**src/rtl/mips_pkg.sv**
```systemverilog
// Shared execute-stage definitions: multiply/divide FSM states, decoder opcodes
// and the two's-complement helpers used by the HI/LO unit and its neighbours.
package mips_pkg;

    localparam int XLEN     = 32;
    localparam int MD_ITERS = 32;

    localparam logic [5:0] OP_MULT = 6'b011000;
    localparam logic [5:0] OP_DIV  = 6'b011010;

    typedef enum logic [1:0] {
        IDLE = 2'd0,
        CALC = 2'd1,
        FIX  = 2'd2
    } muldiv_state_t;

    // Wraps modulo 2^XLEN, so negating -2^31 yields 0x8000_0000 again.
    function automatic logic [XLEN-1:0] md_neg(input logic [XLEN-1:0] x);
        return {XLEN{1'b0}} - x;
    endfunction

    function automatic logic [2*XLEN-1:0] md_neg64(input logic [2*XLEN-1:0] x);
        return {(2*XLEN){1'b0}} - x;
    endfunction

    function automatic logic [XLEN-1:0] md_abs(input logic signed [XLEN-1:0] x);
        return (x < 0) ? md_neg(x) : x;
    endfunction

endpackage

```
**src/rtl/muldiv_unit.sv**
```systemverilog
// Iterative signed MULT/DIV with architectural HI/LO. Operands are reduced to
// magnitudes on start, iterated unsigned for 32 cycles, and sign-fixed on write.
module muldiv_unit
    import mips_pkg::*;
#(
    parameter int WIDTH = 32
) (
    input  logic             clk,
    input  logic             reset,
    input  logic             hlwrite,
    input  logic             multordiv,
    input  logic [WIDTH-1:0] srca,
    input  logic [WIDTH-1:0] srcb,
    output logic             busy,
    output logic             done,
    output logic [WIDTH-1:0] hi,
    output logic [WIDTH-1:0] lo
);

    muldiv_state_t state, state_next;
    logic [4:0]         cnt;

    logic               op_mult;
    logic               sign_res;
    logic               sign_rem;
    logic               dbz;
    logic [WIDTH-1:0]   a_raw;
    logic [WIDTH-1:0]   mplier;
    logic [2*WIDTH-1:0] mcand;
    logic [2*WIDTH-1:0] acc;
    logic [WIDTH-1:0]   divisor;
    logic [WIDTH-1:0]   rem;
    logic [WIDTH-1:0]   quo;
    logic [WIDTH:0]     rem_sh;
    logic [WIDTH:0]     rem_sub;

    logic signed [WIDTH-1:0] sa;
    logic signed [WIDTH-1:0] sb;

    assign sa = signed'(srca);
    assign sb = signed'(srcb);

    always_comb begin
        state_next = state;
        case (state)
            IDLE:    if (hlwrite) state_next = CALC;
            CALC:    if (cnt == 5'd0) state_next = FIX;
            FIX:     state_next = IDLE;
            default: state_next = IDLE;
        endcase
    end

    // Restoring division step: shift in next dividend bit, subtract if it fits.
    assign rem_sh  = {rem, quo[WIDTH-1]};
    assign rem_sub = rem_sh - {1'b0, divisor};

    always_ff @(posedge clk) begin
        if (!reset) begin
            state <= IDLE;
            cnt   <= 5'd0;
            busy  <= 1'b0;
            done  <= 1'b0;
            hi    <= '0;
            lo    <= '0;
        end else begin
            state <= state_next;
            busy  <= (state_next != IDLE);
            done  <= (state == FIX);
            if (state == IDLE && hlwrite) begin
                cnt <= 5'(MD_ITERS - 1);
            end else if (state == CALC) begin
                cnt <= cnt - 5'd1;
            end
            if (state == FIX) begin
                if (op_mult) begin
                    {hi, lo} <= sign_res ? md_neg64(acc) : acc;
                end else if (dbz) begin
                    lo <= '1;
                    hi <= a_raw;
                end else begin
                    lo <= sign_res ? md_neg(quo) : quo;
                    hi <= sign_rem ? md_neg(rem) : rem;
                end
            end
        end
    end

    // Datapath registers carry no reset: the FSM alone decides when they matter.
    always_ff @(posedge clk) begin
        if (state == IDLE && hlwrite) begin
            op_mult  <= multordiv;
            sign_res <= (sa < 0) ^ (sb < 0);
            sign_rem <= (sa < 0);
            dbz      <= (srcb == '0);
            a_raw    <= srca;
            acc      <= '0;
            mcand    <= {{WIDTH{1'b0}}, md_abs(sa)};
            mplier   <= md_abs(sb);
            divisor  <= md_abs(sb);
            rem      <= '0;
            quo      <= md_abs(sa);
        end else if (state == CALC) begin
            acc    <= acc + (mplier[0] ? mcand : {(2*WIDTH){1'b0}});
            mcand  <= mcand << 1;
            mplier <= mplier >> 1;
            if (!rem_sub[WIDTH]) begin
                rem <= rem_sub[WIDTH-1:0];
                quo <= {quo[WIDTH-2:0], 1'b1};
            end else begin
                rem <= rem_sh[WIDTH-1:0];
                quo <= {quo[WIDTH-2:0], 1'b0};
            end
        end
    end

endmodule

```
**config.mk**
```make
export PLATFORM = sky130hd
export DESIGN_NAME = muldiv_unit
export DESIGN_NICKNAME = d
export VERILOG_FILES = /design/src/rtl/mips_pkg.sv /design/src/rtl/muldiv_unit.sv
export SDC_FILE = /design/constraint.sdc
export NUM_CORES = 1
export LEC_CHECK = 0
export ABC_AREA = 1
export BUFFER_PORTS_ARGS = -buffer_cell sky130_fd_sc_hd__buf_4
export CAP_MARGIN = 20
export CORE_UTILIZATION = 40
export DETAILED_ROUTE_END_ITERATION = 10
export PLACE_DENSITY = 0.67
export SYNTH_ARGS = -nofsm -noshare
export SYNTH_HDL_FRONTEND = slang
export SYNTH_SLANG_ARGS = --single-unit
```
**constraint.sdc**
```tcl
create_clock -name clk -period 13.1 [get_ports clk]
set_clock_uncertainty 0.05 [all_clocks]
set_input_delay 2.62 -clock clk [delete_from_list [all_inputs] [get_ports clk]]
set_output_delay 2.62 -clock clk [all_outputs]
set_load 0.01 [all_outputs]
```
==> results of run 1 <==
-- worst reg2reg max path, stage by stage (launching register included) --
cell	delay, ps
dfxtp_1	400
inv_1	140
nor2_4	690
buf_4	700
nor2_2	290
inv_6	560
buf_4	860
-- cell type report --
type                            instances  area, sq um  share of cell area (%)
Antenna cell                            2         5.00                  0.0163
Clock buffer                           48         1110                    3.62
Clock inverter                         32          368                    1.20
Inverter                              737         2780                    9.03
Multi-Input combinational cell       3207        15300                    49.9
Sequential cell                       364         8920                    29.0
Tap cell                              873         1090                    3.55
Timing Repair Buffer                  150         1150                    3.72
-- cells by family after synthesis --
kind of cell             Yosys count
AO/OA/AOI/OAI                    766
XOR/XNOR                          78
adder cells (fa/ha/maj)          103
buffers and inverters            865
flip-flops                       364
AND/OR/NAND/NOR                 2260
-- state kept, by name, indices dropped and copies added, names as in the netlist, 2 cells and up --
| name | count |
|---|---|
| quo | 32 |
| divisor | 32 |
| mplier | 32 |
| cnt | 5 |
| hi | 32 |
| mcand | 64 |
| a_raw | 31 |
| lo | 32 |
| rem | 32 |
| state | 2 |
| acc | 64 |
-- routing by layer --
| metal | GRT usage (%) | wire, microns |
|---|---|---|
| met1 | 42.2 | 47200 |
| met4 | 8.30 | 2760 |
| met2 | 41.9 | 42600 |
| met5 | 0 | 0 |
| met3 | 4.00 | 9170 |
-- power by group --
group          internal, mW  switching [mW]  leakage [nW]  total, mW
Sequential             1.41           0.176          3.24       1.58
Clock                 0.726           0.552         0.713       1.28
Combinational         0.504            1.21          11.4       1.71
-- worst max-delay path by stage --
stage / depth (start not counted) / start / to
after floorplan: 5 / hlwrite / mcand[0]
after global placement: 6 / hlwrite / mplier[20]
after detailed placement: 6 / hlwrite / mplier[21]
after CTS: 6 / hlwrite / mcand[9]
after global routing: 6 / hlwrite / mcand[9]
final: 6 / hlwrite / mplier[24]
-- cell usage after synthesis (18+ instances only) --
library cell,n,share of area [%]
a21oi_1,331,6.0
inv_1,727,9.9
nor2_1,425,5.8
nand3_1,302,5.5
nor3_1,42,0.76
xor2_1,67,2.1
a31oi_1,22,0.50
o22ai_1,36,0.82
nand4_1,57,1.3
o21ai_0,308,5.6
ha_1,101,4.6
dfxtp_1,201,15
clkbuf_1,98,1.3
nand2_1,1366,19
o21ai_1,18,0.33
edfxtp_1,163,18
-- stage by stage --
| stage | instances | power [mW] |
|---|---|---|
| after floorplan | 4436 | 2.72 |
| after global placement | 5330 | 3.26 |
| after detailed placement | 5330 | 3.26 |
| after CTS | 5410 | 4.54 |
| after global routing | 5413 | 4.82 |
| final | 5413 | 4.57 |
==> results.sh, run 1 <==
export IMPL_synthArstFlopShare_pct=0
export IMPL_path_max_fanout=111
export IMPL_grt_max_degree=112
export IMPL_rr_startpoint="state[0]"
export IMPL_syn_area_sq_um=27500
export IMPL_grt_usage_pct=28.3
export IMPL_coreArea_sq_um=67600
export IMPL_post_drt_wl_per_cell_microns=18.8
export IMPL_cts_root_buf="clkbuf_16"
export IMPL_cts_buffers=43
export IMPL_via_count=29400
export IMPL_overflow=0
export IMPL_drc=0
export IMPL_die_y_microns=264
export IMPL_min_delay_start="lo[5]"
export IMPL_first_pass_iters=6
export IMPL_avgSynthCellArea_sq_um=6.20
export IMPL_pre_cts_ws_ps=7180
export IMPL_setup_violations_final=0
export IMPL_ys_seq_area_share_pct=32.4
export IMPL_num_rows=95
export IMPL_relSlewSlack_pct=34.7
export IMPL_slowest_delay_ps=830
export IMPL_rrSetupSlack_ps=8950
export IMPL_final_common_cell="nand2_1"
export IMPL_dr_first_iter_drc_count=3364
export IMPL_power_density_nw_per_um2=149
export IMPL_start_kind="input port"
export IMPL_clk_pin_slew_ps=60
export IMPL_insertion_delay_ps=600
export IMPL_die_width_microns=264
export IMPL_synth_nets=4607
export IMPL_synth_area_mux_share_pct=0
export IMPL_cts_tree="yes"
export IMPL_worst_slack_ps=7750
export IMPL_start_util_pct=40.7
export IMPL_final_util_pct=45.5
export IMPL_crit_required_ps=13260
export IMPL_yosysWarningCount=0
export IMPL_crit_slowest_cell="buf_4"
export IMPL_ant_nets=0
export IMPL_routed_wirelength_microns=102000
export IMPL_placed_area_sq_um=29300
export IMPL_place_hpwl_microns=79900
export IMPL_layout_common_cells="nand2_1, inv_1, nor2_1"
export IMPL_grt_pass1_wl_microns=153000
export IMPL_die_area_sq_um=69800
export IMPL_grt_setup_unrepaired="no"
export IMPL_cts_resized=0
export IMPL_h_tree_depth=2
export IMPL_nFillCells=7230
export IMPL_grt_pass1_vias=26000
export IMPL_holdPathStages=2
export IMPL_grt_antenna_before_repair=2
export IMPL_ff2ff_path_depth=6
export IMPL_synth_cells=4436
export IMPL_leakage_nw=15.3
export IMPL_postCtsSetupBuffers=0
export IMPL_endpoint_kind="flip-flop"
export IMPL_vdd_drop_max_v=0.000117
export IMPL_worst_pin_slew_ps=980
export IMPL_clock_path_buffers=3
export IMPL_finalSetupTns_ps=0
export IMPL_worst_hold_slack_ps=419
export IMPL_holdPathEnd="lo[5]"
export IMPL_yosys_area_share_xor_xnor_pct=2.48
export IMPL_max_cap_violations=0
export IMPL_worstPathArrival_ps=5510
export IMPL_synth_distinct_cells=49
export IMPL_synth_top_family_by_area="simple AND/OR/NAND/NOR gates"
export IMPL_layout_drive_gt1_share_pct=6.02
export IMPL_nets=4674
export IMPL_synth_flop_cell="dfxtp_1"
export IMPL_hold_class="reg -> reg"
export IMPL_timing_rr_end="mplier[24]"
export IMPL_synthSimpleGateAreaFrac_pct=33.7
export IMPL_synthAdderAreaFrac_pct=4.74
export IMPL_io_pins=134
export IMPL_finalWorstPathRequiredPeriod_ps=5350
export IMPL_viasPerCell=5.43
export IMPL_synth_compound_area_share_pct=14.7
export IMPL_cp_top_family="buffers and inverters"
export IMPL_finalCritPeriodShare_pct=40.8
export IMPL_cp_cell_sequence="buf_4, nand3_4, inv_6, nor2_2, inv_6, buf_4"
export IMPL_max_clock_freq_ghz=0.187
export IMPL_hold_viol_final=0
export IMPL_portBuffers=133
export IMPL_finalMaxSlewViolations=0
export IMPL_ys_ff_latch=364
export IMPL_area_delta_synth_final_pct=11.8
export IMPL_stdcell_area_sq_um=30800
export IMPL_worst_path_buf_inv=4
export IMPL_path_class="in -> reg"
export IMPL_cts_hold_fix_buffers=0
export IMPL_synth_edf_count=163
export IMPL_cts_sinks=364
export IMPL_outcome="finished, final reports clean"
export IMPL_place_congestion=1.00
No activity file was read; power rests on OpenSTA's default activity.
==> inputs of run 2 (changes only) <==
- clock period: 13.1 -> 5.5 ns (I/O delays scaled with it)
==> run 2 against run 1 <==
Combinational power up 140%. Critical path depth up 8. Die area unchanged. Cell count is 0.11% higher. Sequential power grew 140%. Hold slack improved by 2.5 ps. Clock power rose by 140%. First-iteration DRC count down 5.6%. Sequential share of layout area hardly changed. Routed wire length shrank 0.62%. Setup slack lost 5700 ps. Cell area is 0.17% higher.
==> results.sh, run 2 (synthesis gave the netlist of run 1 again) <==
export IMPL_leakage_nw=15.4
export IMPL_final_common_cell="nand2_1"
export IMPL_grt_usage_pct=28.5
export IMPL_cts_tree="yes"
export IMPL_h_tree_depth=2
export IMPL_fin_total_pwr_mw=10.9
export IMPL_cts_buffers=44
export IMPL_coreArea_sq_um=67600
export IMPL_insertion_delay_ps=620
export IMPL_relSlewSlack_pct=33.9
export IMPL_start_util_pct=40.7
export IMPL_start_kind="flip-flop"
export IMPL_final_util_pct=45.6
export IMPL_largestRegisters="acc: 64 flops, mcand: 64 flops"
export IMPL_worstPathArrival_ps=3940
export IMPL_pre_cts_ws_ps=1460
export IMPL_path_class="reg -> reg"
export IMPL_hold_viol_final=0
export IMPL_cts_root_buf="clkbuf_16"
export IMPL_routed_wirelength_microns=101000
export IMPL_max_clock_freq_ghz=0.288
export IMPL_first_pass_iters=6
export IMPL_worst_slack_ps=2020
export IMPL_die_width_microns=264
export IMPL_crit_required_ps=5970
export IMPL_nets=4679
export IMPL_area_delta_synth_final_pct=12.0
export IMPL_dr_first_iter_drc_count=3175
export IMPL_place_hpwl_microns=79800
export IMPL_worst_pin_slew_ps=991
export IMPL_finalWorstPathRequiredPeriod_ps=3480
export IMPL_p_int_mw=6.34
export IMPL_drc=0
export IMPL_place_congestion=1.02
export IMPL_clock_path_buffers=3
export IMPL_grt_pass1_wl_microns=154000
export IMPL_clockPowerShare_pct=28.3
export IMPL_finalSetupTns_ps=0
export IMPL_die_area_sq_um=69800
export IMPL_clk_pin_slew_ps=70
export IMPL_layout_drive_gt1_share_pct=6.05
export IMPL_path_max_fanout=64
export IMPL_viasPerCell=5.36
export IMPL_cts_hold_fix_buffers=0
export IMPL_num_rows=95
export IMPL_grt_setup_unrepaired="no"
export IMPL_endpoint_kind="flip-flop"
export IMPL_layout_common_cells="nand2_1, inv_1, nor2_1"
export IMPL_setup_violations_final=0
export IMPL_cts_sinks=364
export IMPL_p_switching_mw=4.60
export IMPL_die_y_microns=264
export IMPL_power_density_nw_per_um2=355
export IMPL_switching_share_pct=42.0
export IMPL_vdd_drop_max_v=0.000266
export IMPL_p_seq_share_pct=34.7
export IMPL_via_count=29100
export IMPL_postCtsSetupBuffers=0
export IMPL_portBuffers=133
export IMPL_overflow=0
export IMPL_post_drt_wl_per_cell_microns=18.6
export IMPL_grt_antenna_before_repair=4
export IMPL_grt_max_degree=104
export IMPL_combPwrFrac_pct=37.0
export IMPL_max_cap_violations=0
export IMPL_outcome="finished, final reports clean"
export IMPL_io_pins=134
export IMPL_hold_class="reg -> reg"
export IMPL_ant_nets=0
export IMPL_finalCritPeriodShare_pct=63.2
export IMPL_finalMaxSlewViolations=0
export IMPL_grt_pass1_vias=26400
export IMPL_cts_resized=0
## run 2: changes by cell type in the layout (fill, tap and decap cells not counted), sizes merged
cell	before	now
clkinvlp	5	0
clkinv	19	18
diode	2	4
inv	740	738
bufinv	5	4
clkbuf	48	57
buf	150	154
## run 2: critical path: stages, from the launching register on
cell      delay (ps)
edfxtp_1         320
buf_4            550
nand2_1          120
inv_1             90
ha_1             190
fa_1             320
nand3_1          130
nand2_1          200
a21oi_1          180
o21ai_0          650
a21oi_1          200
nand2_1          100
nand2_1           50
o21ai_0          170
inv_1             50
## run 2: per-layer routing
| metal | part of all wire (%) | wire length [microns] | GRT usage, % | up-vias |
|---|---|---|---|---|
| li1 | - | - | - | 14400 |
| met1 | 46 | 46100 | 41.7 | 13300 |
| met2 | 42 | 42500 | 42.4 | 1244 |
| met3 | 9.7 | 9760 | 5.09 | 130 |
| met4 | 2.6 | 2640 | 8.14 | 0 |
| met5 | 0 | 0 | 0 | - |
## run 2: area by class of cell
class | count | area [sq um]
multi-input combinational | 3207 | 15300
clock inverter | 23 | 289
timing repair buffer | 154 | 1160
fill | 7221 | 36800
clock buffer | 57 | 1230
antenna | 4 | 10.0
tap | 873 | 1090
inverter | 737 | 2780
sequential | 364 | 8920
## run 2: metrics by stage
step	instance area, sq um	hold WS [ps]	instances
2_1_floorplan	27500	378	4436
3_3_place_gp	29300	404	5335
3_5_place_dp	29300	413	5335
4_1_cts	30800	425	5415
5_1_grt	30800	443	5417
6_report	30800	422	5419
## run 2: power groups by stage
stage	registers [mW]	logic [mW]	clock network, mW
2_1_floorplan	3.65	2.82	0
3_3_place_gp	3.84	3.92	0
3_5_place_dp	3.84	3.95	0
4_1_cts	3.79	3.98	3.11
5_1_grt	3.83	4.52	3.21
6_report	3.80	4.05	3.09
## run 2: final timing paths
path,end,start,cells after the start,slack (ps)
max,acc[32],mplier[0],14,2020
min,lo[10],lo[10],2,420
max reg2reg,acc[32],mplier[0],14,2020
min reg2reg,lo[10],lo[10],2,420
